<file path="config.mk">
export PLATFORM = sky130hd
export DESIGN_NAME = mem_arbiter
export DESIGN_NICKNAME = d
export VERILOG_FILES = /design/src/rtl/mem_arbiter.sv
export SDC_FILE = /design/constraint.sdc
export NUM_CORES = 1
export LEC_CHECK = 0
export BUFFER_PORTS_ARGS = -buffer_cell sky130_fd_sc_hd__buf_2
export CAP_MARGIN = 20
export CORE_AREA = 3 3 118 120
export DETAILED_ROUTE_END_ITERATION = 12
export DIE_AREA = 0 0 121 123
export PLACE_DENSITY = 0.72
export SLEW_MARGIN = 10
export SYNTH_ARGS = -nofsm -noshare
export SYNTH_HDL_FRONTEND = slang
export SYNTH_SLANG_ARGS = --single-unit
</file>
<file path="constraint.sdc">
create_clock -name clk -period 1.7 [get_ports clk]
set_input_delay 0.34 -clock clk [delete_from_list [all_inputs] [get_ports clk]]
set_output_delay 0.34 -clock clk [all_outputs]
set_load 0.02 [all_outputs]
</file>
<file path="src/rtl/mem_arbiter.sv">
// mem_arbiter: shares one memory request/response port between NUM_REQ requesters.
// Round-robin by default; define MEM_ARBITER_FIXED_PRIORITY_EN for lowest-index-wins priority.
module mem_arbiter #(
   parameter int NUM_REQ    = 2,
   parameter int ADDR_WIDTH = 32,
   parameter int DATA_WIDTH = 32,
   parameter int MASK_WIDTH = DATA_WIDTH / 8,
   parameter int ID_WIDTH   = 4,
   localparam int IDX_WIDTH    = (NUM_REQ > 1) ? $clog2(NUM_REQ) : 1,
   localparam int OUT_ID_WIDTH = ID_WIDTH + IDX_WIDTH
) (
   input  logic                             clk,
   input  logic                             rst,
   // requester side, request path
   input  logic [NUM_REQ-1:0]               req_valid,
   output logic [NUM_REQ-1:0]               req_ready,
   input  logic [NUM_REQ-1:0]               req_read_enable,
   input  logic [NUM_REQ*MASK_WIDTH-1:0]    req_write_enable,
   input  logic [NUM_REQ*ADDR_WIDTH-1:0]    req_addr,
   input  logic [NUM_REQ*DATA_WIDTH-1:0]    req_data,
   input  logic [NUM_REQ*ID_WIDTH-1:0]      req_id,
   // memory side, request path
   output logic                             mem_req_valid,
   input  logic                             mem_req_ready,
   output logic                             mem_req_read_enable,
   output logic [MASK_WIDTH-1:0]            mem_req_write_enable,
   output logic [ADDR_WIDTH-1:0]            mem_req_addr,
   output logic [DATA_WIDTH-1:0]            mem_req_data,
   output logic [OUT_ID_WIDTH-1:0]          mem_req_id,
   // memory side, response path
   input  logic                             mem_resp_valid,
   output logic                             mem_resp_ready,
   input  logic [DATA_WIDTH-1:0]            mem_resp_data,
   input  logic [OUT_ID_WIDTH-1:0]          mem_resp_id,
   // requester side, response path
   output logic [NUM_REQ-1:0]               resp_valid,
   input  logic [NUM_REQ-1:0]               resp_ready,
   output logic [DATA_WIDTH-1:0]            resp_data,
   output logic [ID_WIDTH-1:0]              resp_id
);

   logic [IDX_WIDTH-1:0] ptr;
   logic [IDX_WIDTH-1:0] winner;
   logic [IDX_WIDTH-1:0] hi_idx;
   logic [IDX_WIDTH-1:0] lo_idx;
   logic                 has_hi;
   logic                 found;
   logic                 slot_free;
   logic                 accept;
   logic [IDX_WIDTH-1:0] resp_idx;

   assign slot_free = !mem_req_valid || mem_req_ready;

   // ---------------------------------------------------------------------
   // Search start pointer
   // ---------------------------------------------------------------------
`ifdef MEM_ARBITER_FIXED_PRIORITY_EN
   assign ptr = '0;
`else
   // NOTE: sequential state is always updated with non-blocking assignments.
   always_ff @(posedge clk or negedge rst) begin
      if (!rst) begin
         ptr <= '0;
      end else if (accept) begin
         ptr <= (winner == IDX_WIDTH'(NUM_REQ - 1)) ? '0 : winner + IDX_WIDTH'(1);
      end
   end
`endif

   // ---------------------------------------------------------------------
   // Arbitration: lowest valid index at or above ptr, else lowest valid overall
   // (equivalent to an ascending search from ptr that wraps modulo NUM_REQ).
   // ---------------------------------------------------------------------
   // NOTE: every signal written here gets a default first, so no latch is inferred.
   always_comb begin
      hi_idx = '0;
      lo_idx = '0;
      has_hi = 1'b0;
      for (int i = NUM_REQ - 1; i >= 0; i--) begin
         if (req_valid[i]) begin
            lo_idx = IDX_WIDTH'(i);
            if (IDX_WIDTH'(i) >= ptr) begin
               hi_idx = IDX_WIDTH'(i);
               has_hi = 1'b1;
            end
         end
      end
   end

   assign winner = has_hi ? hi_idx : lo_idx;
   assign found  = |req_valid;
   assign accept = found && slot_free && rst;

   always_comb begin
      req_ready = '0;
      for (int i = 0; i < NUM_REQ; i++) begin
         req_ready[i] = accept && (winner == IDX_WIDTH'(i));
      end
   end

   // ---------------------------------------------------------------------
   // One-entry output slot
   // ---------------------------------------------------------------------
   always_ff @(posedge clk or negedge rst) begin
      if (!rst) begin
         mem_req_valid        <= 1'b0;
         mem_req_read_enable  <= 1'b0;
         mem_req_write_enable <= '0;
         mem_req_addr         <= '0;
         mem_req_data         <= '0;
         mem_req_id           <= '0;
      end else if (accept) begin
         mem_req_valid        <= 1'b1;
         mem_req_read_enable  <= req_read_enable[winner];
         mem_req_write_enable <= req_write_enable[winner*MASK_WIDTH +: MASK_WIDTH];
         mem_req_addr         <= req_addr[winner*ADDR_WIDTH +: ADDR_WIDTH];
         mem_req_data         <= req_data[winner*DATA_WIDTH +: DATA_WIDTH];
         mem_req_id           <= {winner, req_id[winner*ID_WIDTH +: ID_WIDTH]};
      end else if (slot_free) begin
         // payload is left as-is; only the valid flag matters once drained
         mem_req_valid <= 1'b0;
      end
   end

   // ---------------------------------------------------------------------
   // Response demux, keyed on the index field of the returned ID
   // ---------------------------------------------------------------------
   assign resp_idx  = mem_resp_id[OUT_ID_WIDTH-1:ID_WIDTH];
   assign resp_data = mem_resp_data;
   assign resp_id   = mem_resp_id[ID_WIDTH-1:0];

   // an index with no matching requester keeps ready high so the response drains
   always_comb begin
      resp_valid     = '0;
      mem_resp_ready = 1'b1;
      for (int i = 0; i < NUM_REQ; i++) begin
         if (resp_idx == IDX_WIDTH'(i)) begin
            resp_valid[i]  = mem_resp_valid;
            mem_resp_ready = resp_ready[i];
         end
      end
   end

`ifndef SYNTHESIS
   a_single_grant: assert property (@(posedge clk) disable iff (!rst) $onehot0(req_ready));

   a_stall_hold: assert property (@(posedge clk) disable iff (!rst)
      (mem_req_valid && !mem_req_ready) |=>
         (mem_req_valid && $stable(mem_req_addr) && $stable(mem_req_id) && $stable(mem_req_data)));

   a_no_grant_in_stall: assert property (@(posedge clk) disable iff (!rst)
      (mem_req_valid && !mem_req_ready) |-> (req_ready == '0));
`endif

endmodule

</file>
==> run_results.csv <==
group,metric,value,unit
cts,cts_hold_buf,0,
cts,cts_tree,"yes",
synth,synth_area,0.00373,mm2
pwr,p_switching,0.00191,W
global_routing,grt.total_usage,14.9,%
timing,fin_skew,0.00570,ns
global_routing,grt_start_max_net_pins,77,
run,cap_violations,0,
pwr,intPower,0.00403,W
drt,post_drt_wl_per_cell,17.1,um
timing,rsz0062_at_grt,"false",
synth,yosysWarnings,0,
pwr,comb_power_share,30.9,%
synth,synth_edf_count,0,
placed_design,gp_congestion,0.714,
drt,vias,3433,
drt,wirelength,11500,um
timing,setup-violations-final,0,
synth,yosysTopAreaCellShare,51.0,%
synth,synth_largest_area_cell,"dfrtp_1",
placed_design,dpl.hpwl,8280,um
die,core,0.0131,mm2
cts,clk_latency,0.33,ns
die,dieArea,0.0149,mm2
synth,synth_seq_area_share,51.0,%
synth,synth_seq_cells,76,
pwr,p_leak,2.57,nW
critical_path,worstPathRequired,1.36,ns
critical_path,critPathLaunchType,"flop",
critical_path,crit_type,"flop to primary output",
timing,post-route-period-util,96.1,%
cts,cts_htree_levels,3,
cts,cts_buffers,9,
synth,ys_async_sr_fraction,100,%
timing,hold_violations,0,
synth,yosysMostFrequentCell,"dfrtp_1",
synth,ys_types,19,
cts,clkTransAtPathRegs,0.06,ns
synth,synth_area_leaders,"dfrtp_1 51%, a221o_1 20%, a21boi_0 13%, buf_4 7.4%, buf_6 1.8%",
timing,worst_pin_slew,0.601,ns
critical_path,crit_fanout,3,
global_routing,first_global_vias,3487,
pwr,clkPwrFrac,29.5,%
drt,postRouteAntennaNets,0,
critical_path,end_kind,"primary output",
synth,synth_commonest_cells,"76 x dfrtp_1, 73 x a221o_1, 67 x a21boi_0",
cts,cts_sinks,76,
global_routing,grt-ovfl-total,0,
die,ioPinCount,307,
cts,clockBufferDepth,2,
layout,diodes,0,
layout,fin_cells,672,
drt,drc,0,
synth,synth_cells,305,
die,initial_core_util,28.5,%
placed_design,port_buffers,234,
layout,nets,683,
pwr,pwr-share-seq,39.6,%
pwr,power.share.switching,32.2,%
pwr,p_per_area,1170,mW/mm2
drt,drt_iter0_markers,136,
die,row_count,42,
timing,finalSetupTns,0,ns
cts,cts_root_buffer,"clkbuf_16",
layout,layout-drive-gt1-share,52.8,%
die,die_h,123,um
critical_path,crit_arrival,1.29,ns
timing,max_freq,612,MHz
timing,drv_slew,0,
layout,area_growth,36.8,%
min_path,hold_path_class,"primary input to async pin",
global_routing,grt_antenna_before_repair,0,
die,die_w,121,um
placed_design,placedCellCount,656,
global_routing,grt_pass1_wl,17500,um
timing,slew_headroom,59.9,%
synth,syn_avg_cell_area,12.2,um2
status,status,"complete, no violations",
drt,firstDrtPassIters,4,
synth,syn_nets,496,
drt,vias_per_cell,5.11,
synth,synthFlopType,"dfrtp_1",
timing,period_minus_slack,1.63,ns
pwr,ir_worst_vdd,404,uV
==> kinds of logic (layout without fill, tap and decap cells) <==
| family | Yosys count | in the layout | share of synthesized area (%) |
|---|---|---|---|
| multiplexers | 1 | 1 | 0.302 |
| buffers and inverters | 70 | 261 | 12.2 |
| AND/OR/NAND/NOR | 8 | 8 | 1.34 |
| flip-flops | 76 | 76 | 51.0 |
| AO/OA/AOI/OAI | 150 | 150 | 35.1 |
==> final cells by class <==
cell class	count	area [um2]
timing repair buffer	244	1330
clock inverter	2	10.0
fill	1257	7990
inverter	2	7.51
multi-input combinational	159	1370
sequential	76	1900
tap	176	220
clock buffer	13	260
==> critical path, stage by stage, from the launching register on <==
cell and delay, ns:
dfrtp_1 0.43, nand2b_4 0.11, o2111a_2 0.24, buf_2 0.18
==> timing repair <==
action,in CTS,in global routing
setup buffers,0,1
resized for setup,1,1
pin swaps,1,0
cloned,0,0
endpoints found under the setup margin,2,2
==> flip-flops by register name (all words and copies together) (netlist names) <==
name                  flops
mem_req_valid             1
ptr                       1
mem_req_write_enable      4
mem_req_data             32
mem_req_id                5
mem_req_addr             32
mem_req_read_enable       1
==> metrics by stage <==
step                total power, W  utilization, %  area [um2]  setup slack, ns  hold slack [ns]
floorplan                  0.00357               -        3730            0.152           0.0444
global placement           0.00417            36.8        4820            0.177            0.412
detailed placement         0.00422            36.8        4820            0.127            0.437
CTS                        0.00605            38.9        5090          0.00503           0.0689
global route               0.00629            39.0        5100          0.00424            0.100
finish                     0.00594            39.0        5100           0.0665           0.0711
==> per-layer routing <==
layer,vias to the layer above,track usage (%),routed length [um],part of all wire (%)
met1,1677,18.0,4490,39
met3,27,4.30,844,7.3
met4,0,6.16,246,2.1
met5,-,0,0,0
met2,193,25.1,5920,51
li1,1536,-,-,-
==> placed cells by master, fill, tap and decap left out <==
master and instances:
a21oi_1 2, buf_4 6, and4_4 1, a221o_1 73
a21boi_0 67, a21boi_1 6, dfrtp_1 76, and2_1 1
buf_12 6, nor2_1 2, mux2_2 1, clkbuf_16 9
clkbuf_8 2, inv_1 2, nor2b_1 1, o21a_2 1
clkinv_2 2, nand2_1 2, o2111a_2 1, nand2b_4 1
clkbuf_1 2, buf_2 232
==> final timing paths <==
kind | start | to | slack [ns] | cells past startpoint
worst max-delay path | mem_req_valid | req_ready[1] | 0.07 | 3
worst min-delay path | rst | mem_req_addr[5] | 0.07 | 2
worst max register to register | ptr | mem_req_addr[25] | 0.14 | 4
worst min register to register | mem_req_id[4] | mem_req_id[4] | 0.49 | 2
max in group asynchronous | rst | mem_req_addr[27] | 1.13 | 2
min in group clk | req_write_enable[3] | mem_req_write_enable[3] | 0.24 | 2
==> power by group through the flow <==
stage	logic (W)	registers [W]	clock network, W
after detailed placement	0.00185	0.00237	0
after floorplan	0.000769	0.00280	0
after global placement	0.00181	0.00236	0
after CTS	0.00185	0.00236	0.00184
final	0.00183	0.00235	0.00175
after global routing	0.00198	0.00239	0.00192
Power figures use the tool's default switching activity.
